## src/rtl/unified_mem_arbiter_pkg.sv

```systemverilog
// ============================================================================
// Module      : unified_mem_arbiter_pkg
// Description : Shared funct3 encodings, IR field ranges and grant-select type
//               for the unified memory arbiter.
// Revision    : 1.0 - initial release
// ============================================================================
`default_nettype none

package unified_mem_arbiter_pkg;

    // RISC-V load/store funct3 encodings, as decoded by the memory
    localparam logic [2:0] c_f3_lb  = 3'b000;
    localparam logic [2:0] c_f3_lh  = 3'b001;
    localparam logic [2:0] c_f3_lw  = 3'b010;
    localparam logic [2:0] c_f3_lbu = 3'b100;
    localparam logic [2:0] c_f3_lhu = 3'b101;
    localparam logic [2:0] c_f3_sb  = 3'b000;
    localparam logic [2:0] c_f3_sh  = 3'b001;
    localparam logic [2:0] c_f3_sw  = 3'b010;

    // Instruction-register field ranges
    localparam int c_ir_opcode_lsb = 0;
    localparam int c_ir_opcode_msb = 6;
    localparam int c_ir_rd_lsb     = 7;
    localparam int c_ir_rd_msb     = 11;
    localparam int c_ir_funct3_lsb = 12;
    localparam int c_ir_funct3_msb = 14;
    localparam int c_ir_rs1_lsb    = 15;
    localparam int c_ir_rs1_msb    = 19;
    localparam int c_ir_rs2_lsb    = 20;
    localparam int c_ir_rs2_msb    = 24;
    localparam int c_ir_funct7_lsb = 25;
    localparam int c_ir_funct7_msb = 31;

    typedef enum logic [1:0] {
        c_sel_none  = 2'd0,
        c_sel_fetch = 2'd1,
        c_sel_data  = 2'd2
    } mem_sel_e;

    function automatic mem_sel_e grant_sel(input logic if_gnt, input logic d_gnt);
        if (d_gnt)
            return c_sel_data;
        else if (if_gnt)
            return c_sel_fetch;
        else
            return c_sel_none;
    endfunction

endpackage

`default_nettype wire

```

## src/rtl/mem_arb_grant.sv

```systemverilog
// ============================================================================
// Module      : mem_arb_grant
// Description : Data-priority grant logic with a bounded run of contested data
//               grants before fetch is forced through.
// Revision    : 1.0 - initial release
// ============================================================================
`default_nettype none

module mem_arb_grant #(
    parameter int MAX_DATA_RUN = 4
) (
    input  logic clk,
    input  logic rst,
    input  logic if_req,
    input  logic d_req,
    output logic if_gnt,
    output logic d_gnt
);

    localparam logic [3:0] c_max_run = 4'(MAX_DATA_RUN);

    logic [3:0] r_run_cnt;

    assign d_gnt  = d_req && !rst && (!if_req || (r_run_cnt < c_max_run));
    assign if_gnt = if_req && !rst && !d_gnt;

    // Counts only data wins that made fetch wait; any other cycle restarts the run
    always_ff @(posedge clk or posedge rst) begin
        if (rst) begin
            r_run_cnt <= 4'd0;
        end else if (d_gnt && if_req) begin
            if (r_run_cnt < c_max_run)
                r_run_cnt <= r_run_cnt + 4'd1;
        end else begin
            r_run_cnt <= 4'd0;
        end
    end

endmodule

`default_nettype wire

```

## src/rtl/unified_mem_arbiter.sv

```systemverilog
// ============================================================================
// Module      : unified_mem_arbiter
// Description : Shares the unified memory between fetch and load/store ports.
//               Optional statistics counters under `MEM_ARB_STATS_EN.
// Revision    : 1.0 - initial release
// ============================================================================
`default_nettype none

module unified_mem_arbiter
    import unified_mem_arbiter_pkg::*;
#(
    parameter int ADDR_W       = 8,
    parameter int MAX_DATA_RUN = 4,
    parameter int STAT_W       = 16
) (
    input  logic              clk,
    input  logic              rst,
    input  logic              if_req,
    input  logic [ADDR_W-1:0] if_addr,
    output logic              if_gnt,
    output logic              if_rvalid,
    output logic [31:0]       if_rdata,
    input  logic              d_req,
    input  logic              d_we,
    input  logic [2:0]        d_funct3,
    input  logic [ADDR_W-1:0] d_addr,
    input  logic [31:0]       d_wdata,
    output logic              d_gnt,
    output logic              d_ack,
    output logic [31:0]       d_rdata,
    output logic              mem_MemRead,
    output logic              mem_MemWrite,
    output logic [2:0]        mem_funct3,
    output logic [ADDR_W-1:0] mem_addr,
    output logic [31:0]       mem_wdata,
    input  logic [31:0]       mem_rdata
`ifdef MEM_ARB_STATS_EN
    ,
    output logic [STAT_W-1:0] stat_if_stall,
    output logic [STAT_W-1:0] stat_d_gnt
`endif
);

    logic     w_if_gnt;
    logic     w_d_gnt;
    mem_sel_e w_sel;

    logic        r_if_rvalid;
    logic [31:0] r_if_rdata;
    logic        r_d_ack;
    logic [31:0] r_d_rdata;

    mem_arb_grant #(
        .MAX_DATA_RUN (MAX_DATA_RUN)
    ) u_grant (
        .clk    (clk),
        .rst    (rst),
        .if_req (if_req),
        .d_req  (d_req),
        .if_gnt (w_if_gnt),
        .d_gnt  (w_d_gnt)
    );

    assign if_gnt    = w_if_gnt;
    assign d_gnt     = w_d_gnt;
    assign w_sel     = grant_sel(w_if_gnt, w_d_gnt);
    assign if_rvalid = r_if_rvalid;
    assign if_rdata  = r_if_rdata;
    assign d_ack     = r_d_ack;
    assign d_rdata   = r_d_rdata;

    // Grants already include !rst, so no write can reach the memory during reset
    always_comb begin
        mem_MemRead  = 1'b0;
        mem_MemWrite = 1'b0;
        mem_funct3   = 3'b000;
        mem_addr     = '0;
        mem_wdata    = 32'd0;
        case (w_sel)
            c_sel_data: begin
                mem_MemRead  = !d_we;
                mem_MemWrite = d_we;
                mem_funct3   = d_funct3;
                mem_addr     = d_addr;
                if (d_we)
                    mem_wdata = d_wdata;
            end
            c_sel_fetch: begin
                mem_funct3 = c_f3_lw;
                mem_addr   = if_addr;
            end
            default: begin
            end
        endcase
    end

    always_ff @(posedge clk or posedge rst) begin
        if (rst) begin
            r_if_rvalid <= 1'b0;
            r_if_rdata  <= 32'd0;
            r_d_ack     <= 1'b0;
            r_d_rdata   <= 32'd0;
        end else begin
            r_if_rvalid <= w_if_gnt;
            r_d_ack     <= w_d_gnt;
            if (w_if_gnt)
                r_if_rdata <= mem_rdata;
            if (w_d_gnt && !d_we)
                r_d_rdata <= mem_rdata;
        end
    end

`ifdef MEM_ARB_STATS_EN
    logic [STAT_W-1:0] r_stat_if_stall;
    logic [STAT_W-1:0] r_stat_d_gnt;

    always_ff @(posedge clk or posedge rst) begin
        if (rst) begin
            r_stat_if_stall <= '0;
            r_stat_d_gnt    <= '0;
        end else begin
            if (if_req && !w_if_gnt && !(&r_stat_if_stall))
                r_stat_if_stall <= r_stat_if_stall + STAT_W'(1);
            if (w_d_gnt && !(&r_stat_d_gnt))
                r_stat_d_gnt <= r_stat_d_gnt + STAT_W'(1);
        end
    end

    assign stat_if_stall = r_stat_if_stall;
    assign stat_d_gnt    = r_stat_d_gnt;
`else
    logic w_unused_stat_w;
    assign w_unused_stat_w = (STAT_W > 0);
`endif

endmodule

`default_nettype wire
```

## config.mk

```make
export PLATFORM = sky130hd
export DESIGN_NAME = unified_mem_arbiter
export DESIGN_NICKNAME = d
export VERILOG_FILES = /design/src/rtl/unified_mem_arbiter_pkg.sv /design/src/rtl/mem_arb_grant.sv /design/src/rtl/unified_mem_arbiter.sv
export SDC_FILE = /design/constraint.sdc
export NUM_CORES = 1
export LEC_CHECK = 0
export ABC_AREA = 1
export BUFFER_PORTS_ARGS = -buffer_cell sky130_fd_sc_hd__buf_2
export CAP_MARGIN = 20
export CORE_MARGIN = 4
export CORE_UTILIZATION = 43
export CTS_BUF_LIST = sky130_fd_sc_hd__clkbuf_16
export CTS_CLUSTER_DIAMETER = 200
export DETAILED_ROUTE_END_ITERATION = 10
export GPL_TIMING_DRIVEN = 0
export PLACE_DENSITY = 0.86
export SLEW_MARGIN = 25
export SYNTH_ARGS = -nofsm -noshare
export SYNTH_HDL_FRONTEND = slang
export SYNTH_SLANG_ARGS = --single-unit
```

## constraint.sdc

```tcl
create_clock -name clk -period 3 [get_ports clk]
set_clock_uncertainty 0.15 [all_clocks]
set_input_delay 0.6 -clock clk [delete_from_list [all_inputs] [get_ports clk]]
set_output_delay 0.6 -clock clk [all_outputs]
set_load 0.01 [all_outputs]
```

Word level (Yosys, flattened, before mapping)
Cells that the tools add are included.

Bits in registers: 70. Bits of input ports: 88. Output and inout bits: 113.

$add $sub $neg: 1. Magnitude comparators: 1. Equal/unequal tests: 3. Muxes and demuxes: 10. Reductions and logical operators: 11.

Operators with widths (count): two-way mux 32 bit (2); one-hot mux 8 bit (2 select lines) (1); two-way mux 4 bit (2); logical AND 1 bit (6); one-hot mux 3 bit (2 select lines) (1); adder 4 x 1 -> 4 bit (second input constant) (1); logical NOT 1 bit (4); < comparator 4 x 3 -> 1 bit (second input constant) (1); two-way mux 1 bit (3); equality test 2 x 1 -> 1 bit (second input constant) (1); equality test 2 bit (second input constant) (1); two-way mux 2 bit (1); != test 2 bit (second input constant) (1); logical OR 1 bit (1).

Logic depth before layout (Yosys ltp)
Gate-level depths: netlist of run 1.

Depth after elaboration: 9. Depth in mapped cells: 7. Gate-level depth less buffers: 6.

Cells and area by module
From an unflattened synthesis of run 1, not the netlist that was laid out.

Cell total of the unflattened synthesis: 402. Area total of the unflattened synthesis: 3144.3 sq um.

By module, submodules not included: unified_mem_arbiter (times used 1, cells each 382, area each 2961.6 sq um, sequential area each 1651.6 sq um); mem_arb_grant (times used 1, cells each 20, area each 182.7 sq um, sequential area each 100.1 sq um).

Worst setup path before layout of run 1
No wires, ideal clock.

Kind: input -> output. From: in d_req. To: out mem_funct3[2]. Data arrival time: 1462 ps. Required time: 2250 ps. Setup slack: 788 ps. Stages: 6. Path buffers: 2. Path through: inv_1 > nor2_2 > nand2_2 > buf_2 > buf_2 > nor2_1.

Longest elaborated chain between the ends: 8. Elaborated cells on any way between the ends: 9.

Ends and longest elaborated chain: from (decl) (RTL line unified_mem_arbiter.sv:23) `input logic d_req,`; logical AND 1 bit (*) (2 in series) (RTL line mem_arb_grant.sv:24) `assign d_gnt = d_req && !rst && (!if_req || (r_run_cnt < c_max_run));`; logical NOT 1 bit (RTL line mem_arb_grant.sv:25) `assign if_gnt = if_req && !rst && !d_gnt;`; logical AND 1 bit (RTL line mem_arb_grant.sv:25); two-way mux 1 bit (RTL line unified_mem_arbiter_pkg.sv:44) `else if (if_gnt)`; two-way mux 2 bit (*) (RTL line unified_mem_arbiter_pkg.sv:42) `if (d_gnt)`; equality test 2 x 1 -> 1 bit / equality test 2 bit (equally long branches) (RTL line unified_mem_arbiter.sv:79) `case (w_sel)`; one-hot mux 3 bit (2 select lines) (*) (RTL line unified_mem_arbiter.sv:79); to (decl) (RTL line unified_mem_arbiter.sv:33) `output logic [2:0] mem_funct3,`.

Every way passes the cells marked *; elsewhere a longest branch is shown, timed or not.

Worst setup path after layout of run 1
From: in rst. To: out mem_wdata[17].

Longest elaborated chain between the ends: 9. Elaborated cells on any way between the ends: 10.

Ends and longest elaborated chain: from (decl) (RTL line unified_mem_arbiter.sv:17) `input logic rst,`; logical NOT 1 bit (*) (RTL line mem_arb_grant.sv:24, mem_arb_grant.sv:25); logical AND 1 bit (2 in series) (RTL line mem_arb_grant.sv:24); logical NOT 1 bit (RTL line mem_arb_grant.sv:25); logical AND 1 bit (RTL line mem_arb_grant.sv:25); two-way mux 1 bit (RTL line unified_mem_arbiter_pkg.sv:44); two-way mux 2 bit (*) (RTL line unified_mem_arbiter_pkg.sv:42); equality test 2 bit (*) (RTL line unified_mem_arbiter.sv:79); two-way mux 32 bit (*) (RTL line unified_mem_arbiter.sv:79); to (decl) (RTL line unified_mem_arbiter.sv:35) `output logic [31:0] mem_wdata,`.

Marks and branches as above.

==> impl_metrics.csv, run 1 <==
group,metric,value,unit
detailed_routing,firstDrtPassIters,5,
synthesis,netlist_area,3210,um^2
die,die_y,94.4,um
synthesis,synthCells,408,
synthesis,synth_top_area_share,54.6,%
die,core-area,7250,um^2
clock_tree,clock_path_buffers,2,
worst_setup_path,cp.required,2.25,ns
clock_tree,cts.sinks,70,
synthesis,yosysMostFrequentCell,"nand2_1",
worst_setup_path,cp_top_family,"buffers and inverters",
die,start_util,44.2,%
clock_tree,cts-root-buf,"clkbuf_16",
sta,finalCriticalPeriod,2.79,ns
place,hpwl,8.04,mm
die,die_w,94.4,um
worst_setup_path,critical_path_buf_inv_count,4,
sta,worst_slew_pin_slew,0.536,ns
clock_tree,hold_buffers,0,
grt,grt_max_degree,48,
final_layout,area_growth,45.6,%
worst_setup_path,cp_common_cell,"buf_2",
detailed_routing,drt_iter0_drc,134,
status,outcome,"finished, final reports clean",
power_and_ir_drop,ir_drop,0.344,mV
final_layout,seqCellArea,1750,um^2
final_layout,fin_nets,708,
sta,hold_viol_final,0,
grt,antenna_found_initial,0,
worst_setup_path,start_kind,"input pin",
final_layout,drive_gt1_share,37.6,%
clock_tree,h-tree-depth,3,
detailed_routing,drt-total-wl,10.6,mm
clock_tree,cts.repair.resized,0,
synthesis,synth-async-reset-ratio,100,%
worst_setup_path,cp-end-kind,"output pin",
synthesis,synth_edf_count,0,
clock_tree,clk_pin_slew_worst_paths,0.05,ns
clock_tree,cts_buffers,9,
synthesis,synth.avg_cell_area,7.86,um^2
flow_run,max_cap_violations,0,
worst_setup_path,arrival,2.04,ns
synthesis,ys_types,17,
worst_setup_path,worst_path_largest_cell_delay,0.32,ns
sta,slew-limit-headroom,64.2,%
worst_setup_path,crit_chain,"buf_2 > nor2_2 > nand2_2 > buf_2 > buf_2 > nor2_1 > buf_2",
place,place_congestion,0.804,
grt,track_usage,24.0,%
sta,fin_crit_sh,93.1,%
place,pre_cts_ws,0.202,ns
synthesis,synthTopCellsByArea,"dfrtp_1 55%, nand2_1 21%, nand3_1 6.4%",
place,port_buffers,199,
die,rows,31,
sta,rsz0062_at_grt,"false",
sta,slew_viol_final,0,
synthesis,synth_flop_cell,"dfrtp_1",
final_layout,fin_util,64.4,%
clock_tree,cts_tree,"built",
power_and_ir_drop,power_density,617,nW/um^2
detailed_routing,via_per_inst,4.89,
grt,grt_overflow,0,
worst_setup_path,path_class,"in2out",
detailed_routing,antenna_left,0,
grt,grt_pass1_wl,16.6,mm
grt,grt_pass1_vias,3420,
synthesis,ys_seq_elements,70,
detailed_routing,drc,0,
sta,setup_viol,0,
sta,fmax,358,MHz
synthesis,synth_nets,497,
detailed_routing,routedWlPerCell,14.6,um
final_layout,diodes,0,
die,io_pins,201,
hold_path,holdCritPathClass,"in2async",
final_layout,nFillCells,625,
clock_tree,clkLatencyLatePin,0.32,ns
synthesis,yosysSeqAreaShare,54.6,%
worst_setup_path,worstPathMaxFanout,10,
final_layout,multi_input_area,1290,um^2
synthesis,synth_area_leader_cell,"dfrtp_1",
synthesis,synth_common_cells,"178 x nand2_1, 70 x dfrtp_1, 41 x nand3_1",
die,die-area,8910,um^2
worst_setup_path,rrSetupSlack,1.28,ns
detailed_routing,vias,3527,
synthesis,synth_warnings,0,
worst_setup_path,slowest_stage,"nor2_2",
clock_tree,post-cts-setup-buffer-count,0,
sta,setup_ws,0.206,ns
power_and_ir_drop,p_leak,2.80,nW
-- metrics by stage --
| stage | cells | cell area (um^2) | TNS (ns) | power (mW) | hold slack (ns) |
|---|---|---|---|---|---|
| after floorplan | 408 | 3210 | 0 | 1.48 | 0.269 |
| after global placement | 706 | 4330 | -23.80 | 1.77 | 0.280 |
| after detailed placement | 707 | 4360 | 0 | 1.80 | 0.290 |
| after CTS | 722 | 4670 | 0 | 2.92 | 0.127 |
| after global routing | 722 | 4670 | 0 | 3.03 | 0.152 |
| final | 722 | 4670 | 0 | 2.88 | 0.129 |
-- path summary, 6_finish.rpt --
| check | from | end | cells after the start |
|---|---|---|---|
| max | rst | mem_wdata[17] | 7 |
| min | rst | u_grant.r_run_cnt[0]$_DFFE_PP0P_ | 2 |
| max reg2reg | u_grant.r_run_cnt[2]$_DFFE_PP0P_ | if_rdata[3]$_DFFE_PP0P_ | 6 |
| min reg2reg | u_grant.r_run_cnt[0]$_DFFE_PP0P_ | u_grant.r_run_cnt[0]$_DFFE_PP0P_ | 1 |
| max in group asynchronous | rst | if_rdata[9]$_DFFE_PP0P_ | 3 |
| min in group clk | u_grant.r_run_cnt[0]$_DFFE_PP0P_ | u_grant.r_run_cnt[0]$_DFFE_PP0P_ | 1 |
-- kinds of logic after synthesis --
| group | share of synthesized area, % |
|---|---|
| AO/OA/AOI/OAI | 0.507 |
| XOR/XNOR | 0.273 |
| adder cells (fa/ha/maj) | 0.390 |
| buffers and inverters | 5.30 |
| flip-flops | 54.6 |
| other | 0.117 |
| AND/OR/NAND/NOR | 38.8 |
-- registers in the layout, indices dropped and copies added, names as in the netlist --
signal	count
if_rvalid	1
u_grant.r_run_cnt	4
d_rdata	32
if_rdata	32
d_ack	1
-- routing by layer --
metal	routed length, um	track usage [%]	up-vias
met3	923	5.98	14
met2	5290	41.0	142
met1	4200	30.2	1643
li1	-	-	1728
met4	146	7.34	0
met5	0	0	-
-- area by class of cell --
cell class / count / share of cell area, %
tap: 99 / 2.65
buffer: 31 / 2.84
clock inverter: 6 / 1.88
clock buffer: 9 / 4.82
timing repair buffer: 200 / 21.9
inverter: 10 / 0.857
multi-input combinational: 297 / 27.5
sequential: 70 / 37.5
-- cell usage in the layout (no fill, tap or decap), types with 2 or more instances in the layout --
cell / instances
nand2_2: 2
clkbuf_16: 9
nand3_1: 41
clkbuf_1: 17
nand2_1: 178
buf_2: 212
clkinv_4: 2
nor2_2: 2
nor2_1: 35
clkinv_1: 2
bufinv_16: 2
inv_1: 7
clkinv_2: 2
nand4_1: 32
dfrtp_1: 70
nor3_1: 3
-- where the power goes --
group          switching [mW]  internal (mW)
Clock                   0.381          0.722
Combinational           0.361          0.243
Sequential             0.0808           1.09
Total                   0.823           2.06
(Power assumes the default switching activity.)
==> run 2, diff against run 1 <==
--- a/config.mk
+++ b/config.mk
@@ -5,16 +5,15 @@
 export SDC_FILE = /design/constraint.sdc
 export NUM_CORES = 1
 export LEC_CHECK = 0
-export ABC_AREA = 1
 export BUFFER_PORTS_ARGS = -buffer_cell sky130_fd_sc_hd__buf_2
 export CAP_MARGIN = 20
 export CORE_MARGIN = 4
-export CORE_UTILIZATION = 43
+export CORE_UTILIZATION = 42
 export CTS_BUF_LIST = sky130_fd_sc_hd__clkbuf_16
 export CTS_CLUSTER_DIAMETER = 200
 export DETAILED_ROUTE_END_ITERATION = 10
 export GPL_TIMING_DRIVEN = 0
-export PLACE_DENSITY = 0.86
+export PLACE_DENSITY = 0.85
 export SLEW_MARGIN = 25
 export SYNTH_ARGS = -nofsm -noshare
 export SYNTH_HDL_FRONTEND = slang
==> run 2 against run 1 <==
- sequential share of layout area is 1.2 points higher
- worst setup slack worse by 0.018 ns
- critical endpoint is now mem_wdata[21]
- worst hold slack better by 0.0045 ns
==> impl_metrics.csv, run 2 <==
group,metric,value,unit
status,outcome,"finished, final reports clean",
sta,worst_slew_pin_slew,0.621,ns
synthesis,synth_flop_cell,"dfrtp_1",
worst_setup_path,worstPathMaxFanout,10,
sta,hold_viol_final,0,
clock_tree,post-cts-setup-buffer-count,0,
detailed_routing,drt_iter0_drc,34,
grt,grt_max_degree,26,
final_layout,area_growth,49.1,%
final_layout,final_common_cell,"buf_2",
die,core-area,6910,um^2
worst_setup_path,cp.required,2.25,ns
worst_setup_path,critical_path_buf_inv_count,2,
power_and_ir_drop,combPwrFrac,23.2,%
synthesis,synth_top_family_by_area,"multiplexers",
detailed_routing,antenna_left,0,
sta,rsz0062_at_grt,"false",
die,start_util,43.9,%
power_and_ir_drop,p_int,2.11,mW
sta,fin_crit_sh,93.7,%
clock_tree,cts.repair.resized,0,
power_and_ir_drop,p_leak,2.44,nW
die,die_y,93.0,um
detailed_routing,routedWlPerCell,16.0,um
grt,track_usage,19.7,%
die,rows,30,
synthesis,ys_types,23,
clock_tree,hold_buffers,0,
grt,grt_pass1_wl,13.1,mm
synthesis,synthTopCellsByArea,"dfrtp_1 58%, mux2_2 17%, mux2_4 9.4%",
worst_setup_path,r2r_start,"u_grant.r_run_cnt[2]$_DFFE_PP0P_",
synthesis,ys_seq_elements,70,
sta,setup_viol,0,
synthesis,synth_common_cells,"70 x dfrtp_1, 45 x mux2_2, 34 x and2_1",
synthesis,synthAdderAreaFrac,0.413,%
synthesis,synth_area_leader_cell,"dfrtp_1",
synthesis,yosysSeqAreaShare,57.8,%
clock_tree,cts.sinks,70,
worst_setup_path,slowest_stage,"nor3b_1",
sta,finalCriticalPeriod,2.81,ns
power_and_ir_drop,switching_power,0.763,mW
place,hpwl,6.54,mm
worst_setup_path,rrSetupSlack,1.04,ns
clock_tree,clkLatencyLatePin,0.33,ns
clock_tree,cts_tree,"built",
sta,slew_viol_final,0,
worst_setup_path,crit_chain,"o21a_2 > nor3b_1 > clkbuf_1 > and2_1 > buf_2",
power_and_ir_drop,p_clk_share,34.8,%
die,die_w,93.0,um
final_layout,fin_nets,507,
synthesis,yosysMostFrequentCell,"dfrtp_1",
sta,slew-limit-headroom,58.4,%
clock_tree,clk_pin_slew_worst_paths,0.05,ns
worst_setup_path,start_kind,"flip-flop",
die,io_pins,201,
worst_setup_path,cp-end-kind,"output pin",
power_and_ir_drop,finalPower,2.87,mW
place,port_buffers,200,
synthesis,netlist_area,3030,um^2
power_and_ir_drop,ir_drop,0.268,mV
clock_tree,h-tree-depth,3,
final_layout,mostFrequentLayoutCells,"204 x buf_2, 70 x dfrtp_1, 45 x mux2_2",
power_and_ir_drop,power.share.sequential,42.0,%
synthesis,synth.avg_cell_area,14.9,um^2
detailed_routing,vias,2441,
worst_setup_path,worst_path_largest_cell_delay,0.45,ns
worst_setup_path,cp_top_family,"simple AND/OR/NAND/NOR gates",
synthesis,synth_nets,293,
synthesis,synth_warnings,0,
place,place_congestion,0.820,
synthesis,synth_edf_count,0,
worst_setup_path,setup.worst_path.start,"u_grant.r_run_cnt[2]$_DFFE_PP0P_",
detailed_routing,drc,0,
final_layout,drive_gt1_share,69.0,%
power_and_ir_drop,power_density,635,nW/um^2
synthesis,yosys.area_share.simple,8.50,%
grt,grt_overflow,0,
grt,antenna_found_initial,0,
clock_tree,clock_path_buffers,2,
detailed_routing,firstDrtPassIters,4,
hold_path,holdCritPathClass,"in2async",
flow_run,max_cap_violations,0,
die,die-area,8640,um^2
sta,fmax,356,MHz
synthesis,synth-async-reset-ratio,100,%
detailed_routing,drt-total-wl,8.32,mm
power_and_ir_drop,p_sw_share,26.6,%
final_layout,nFillCells,569,
worst_setup_path,arrival,2.06,ns
synthesis,synth-compound-area-share,3.22,%
clock_tree,cts-root-buf,"clkbuf_16",
detailed_routing,via_per_inst,4.70,
worst_setup_path,path_class,"reg2out",
synthesis,synth_xor_area_share,0.289,%
synthesis,synth_top_area_share,57.8,%
clock_tree,cts_buffers,9,
final_layout,fin_util,65.5,%
grt,grt_pass1_vias,2623,
final_layout,diodes,0,
synthesis,muxShareOfSynthArea,26.1,%
synthesis,synthCells,204,
run 2: cell types whose count changed after synthesis, sizes merged, moves of 2 or more:
cell and change:
nor2 -36, buf -7, mux2 +64, and3 +2, clkinv -2, inv -5
nand4 -32, a22o +8, nand3 -41, and2 +34, nor3 -3, nand2 -180
clkbuf -12
run 2: worst register-to-register path, delay by kind of cell (launching register included):
family / cells / cell delay (ns)
buffers and inverters: 3 / 0.41
DFF: 1 / 0.41
and+or+nand+nor: 1 / 0.32
muxes: 1 / 0.31
AOI/OAI and AO/OA: 1 / 0.25
run 2: kinds of logic after synthesis:
kind of cell,Yosys count
buf+inv,15
other cells,1
compound gates,11
mux,64
flops,70
simple gates,41
xor+xnor,1
fa+ha+maj,1
run 2: routing by layer:
metal,vias to the layer above,GRT usage [%],share of wire [%]
met5,-,0,0
met4,0,5.62,1.0
met1,1165,21.2,37
met3,7,7.80,9.5
li1,1137,-,-
met2,132,35.6,53
run 2: area by class of cell:
cell class              count  area, um^2  area share, %
plain buffers              12         110           2.43
clock buffers               9         225           4.98
clock inverters             7        57.6           1.27
inverters                   3        22.5          0.498
multi-input cells         119        1180           26.1
flip-flops and latches     70        1750           38.7
well taps                  96         120           2.66
repair buffers            202        1050           23.2
repair inverters            1        5.00          0.111
run 2: final timing paths:
kind | endpoint | cells after the start
worst max-delay path | mem_wdata[21] | 5
worst min-delay path | u_grant.r_run_cnt[1]$_DFFE_PP0P_ | 2
worst max register to register | d_rdata[9]$_DFFE_PP0P_ | 6
worst min register to register | u_grant.r_run_cnt[0]$_DFFE_PP0P_ | 1
max in group asynchronous | if_rdata[10]$_DFFE_PP0P_ | 4
min in group clk | u_grant.r_run_cnt[0]$_DFFE_PP0P_ | 1
run 2: power by group through the flow:
stage	Combinational, mW	Clock (mW)	Sequential (mW)
after global placement	0.643	0	1.21
after floorplan	0.264	0	1.30
after detailed placement	0.673	0	1.22
after global routing	0.721	1.08	1.23
final	0.666	1.00	1.21
after CTS	0.680	1.02	1.21
run 2: stage by stage:
stage	cells	setup slack, ns	TNS [ns]	instance area (um^2)	hold slack [ns]
6_report	519	0.188	0	4520	0.134
5_1_grt	519	0.00853	0	4520	0.139
4_1_cts	519	0.132	0	4520	0.137
3_5_place_dp	502	0.00300	0	4240	0.310
3_3_place_gp	500	-0.893	-21.62	4190	0.285
2_1_floorplan	204	-0.233	-2.03	3070	0.267
==> run 3, diff against run 2 <==
--- a/config.mk
+++ b/config.mk
@@ -11,9 +11,11 @@
 export CORE_UTILIZATION = 42
 export CTS_BUF_LIST = sky130_fd_sc_hd__clkbuf_16
 export CTS_CLUSTER_DIAMETER = 200
+export CTS_CLUSTER_SIZE = 8
 export DETAILED_ROUTE_END_ITERATION = 10
 export GPL_TIMING_DRIVEN = 0
 export PLACE_DENSITY = 0.85
+export RECOVER_POWER = 25
 export SLEW_MARGIN = 25
 export SYNTH_ARGS = -nofsm -noshare
 export SYNTH_HDL_FRONTEND = slang
==> run 3 against run 2 <==
- clock power barely moved
- count of clock-buffer cells in the layout unchanged
- sequential power about the same
- first-iteration DRC count decreased by 53%
- flip-flop and latch count is the same
- highest routed layer unchanged
==> impl_metrics.csv, run 3 (synthesized netlist as in run 2, its figures left out) <==
group,metric,value,unit
final_layout,diodes,0,
clock_tree,clk_pin_slew_worst_paths,0.05,ns
detailed_routing,firstDrtPassIters,4,
final_layout,drive_gt1_share,68.6,%
sta,rsz0062_at_grt,"false",
worst_setup_path,path_class,"in2out",
worst_setup_path,crit_chain,"clkbuf_1 > clkinvlp_4 > o311a_4 > clkbuf_8 > clkbuf_8 > a22o_1 > buf_2",
worst_setup_path,reg2reg_depth,6,
detailed_routing,antenna_left,0,
grt,antenna_found_initial,0,
clock_tree,hold_buffers,0,
hold_path,holdCritPathClass,"in2async",
worst_setup_path,worstPathMaxFanout,13,
grt,use_met1,21.2,%
die,die_y,93.0,um
sta,slew-limit-headroom,11.0,%
place,place_congestion,0.820,
final_layout,mostFrequentLayoutCells,"203 x buf_2, 70 x dfrtp_1, 45 x mux2_2",
worst_setup_path,arrival,2.11,ns
detailed_routing,drt_iter0_drc,16,
sta,fin_crit_sh,95.2,%
place,place_inst,502,
clock_tree,h-tree-depth,3,
place,hpwl,6.54,mm
worst_setup_path,start_kind,"input pin",
worst_setup_path,cp-end-kind,"output pin",
worst_setup_path,worst_path_largest_cell_delay,0.37,ns
power_and_ir_drop,ir_drop,0.268,mV
sta,setup_ws,0.145,ns
detailed_routing,via_per_inst,4.71,
die,die_w,93.0,um
sta,finalCriticalPeriod,2.86,ns
grt,busiest_layer,"met2",
sta,worst_slew_pin_slew,1.34,ns
worst_setup_path,cp_common_cell,"clkbuf_8",
grt,grt_pass1_vias,2623,
status,outcome,"finished, final reports clean",
clock_tree,cts_buffers,9,
worst_setup_path,rrSetupSlack,1.04,ns
grt,grtUsageMet3,7.80,%
die,start_util,43.9,%
clock_tree,cts.repair.resized,0,
die,core-area,6910,um^2
place,pre_cts_ws,0.00300,ns
power_and_ir_drop,power_density,639,nW/um^2
die,io_pins,201,
final_layout,seqCellArea,1750,um^2
sta,fmax,350,MHz
sta,hold_viol_final,0,
worst_setup_path,setup.worst_path.start,"rst",
final_layout,nFillCells,576,
worst_setup_path,slowest_stage,"clkinvlp_4",
detailed_routing,routedWlPerCell,16.1,um
power_and_ir_drop,p_leak,2.42,nW
detailed_routing,drc,0,
final_layout,fin_nets,507,
worst_setup_path,r2r_start,"u_grant.r_run_cnt[2]$_DFFE_PP0P_",
clock_tree,cts.sinks,70,
die,die-area,8640,um^2
final_layout,final_common_cell,"buf_2",
grt,grt_max_degree,26,
worst_setup_path,reg2reg_to,"d_rdata[4]$_DFFE_PP0P_",
clock_tree,clkLatencyLatePin,0.33,ns
grt,grt_pass1_wl,13.1,mm
sta,setup_viol,0,
clock_tree,cts_tree,"built",
place,port_buffers,200,
detailed_routing,drt-total-wl,8.34,mm
clock_tree,post-cts-setup-buffer-count,0,
flow_run,max_cap_violations,0,
detailed_routing,vias,2442,
worst_setup_path,cp.required,2.25,ns
grt,track_usage,19.7,%
grt,grtUsageMet2,35.6,%
die,rows,30,
final_layout,final_cells,519,
clock_tree,clock_path_buffers,2,
sta,slew_viol_final,0,
grt,grt_overflow,0,
final_layout,multi_input_area,1180,um^2
clock_tree,cts-root-buf,"clkbuf_16",
final_layout,area_growth,47.8,%
-- run 3: final cells by class --
cell class / count / area share [%]
Buffer: 12 / 2.46
Clock buffer: 9 / 5.02
Clock inverter: 7 / 1.28
Inverter: 3 / 0.502
Multi-Input combinational cell: 119 / 26.4
Sequential cell: 70 / 39.1
Tap cell: 96 / 2.68
Timing Repair Buffer: 202 / 22.5
Timing Repair inverter: 1 / 0.112
-- run 3: routing by layer --
metal,vias to the layer above,share of wire [%]
met5,-,0
met4,0,1.0
met3,7,9.5
met2,132,53
met1,1167,37
li1,1136,-
-- run 3: worst max-delay path, delay by kind of cell --
kind | cells | cell delay (ns)
buf+inv | 5 | 1.06
compound gates | 2 | 0.45
-- run 3: how the worst max path moves through the flow --
| stage | to | slack, ns | depth (start not counted) |
|---|---|---|---|
| CTS | mem_wdata[21] | 0.13 | 5 |
| global route | mem_wdata[21] | 0.009 | 5 |
| detailed placement | mem_addr[2] | 0.003 | 7 |
| global placement | mem_addr[2] | -0.89 | 7 |
| finish | mem_addr[2] | 0.14 | 7 |
| floorplan | mem_addr[0] | -0.23 | 5 |
-- run 3: stage by stage --
stage | total power, mW | TNS, ns | hold slack [ns] | util, % | instance area, um^2
final | 2.87 | 0 | 0.165 | 64.9 | 4480
after global routing | 3.02 | 0 | 0.175 | 64.9 | 4480
after CTS | 2.91 | 0 | 0.137 | 65.5 | 4520
after detailed placement | 1.89 | 0 | 0.310 | 61.3 | 4240
after global placement | 1.85 | -21.62 | 0.285 | 60.6 | 4190
after floorplan | 1.56 | -2.03 | 0.267 | - | 3070
-- run 3: report_power, final --
group	total, mW	internal (mW)	switching [mW]
Clock	1.00	0.629	0.372
Sequential	1.21	1.12	0.0880
Combinational	0.659	0.356	0.303
Total	2.87	2.10	0.763
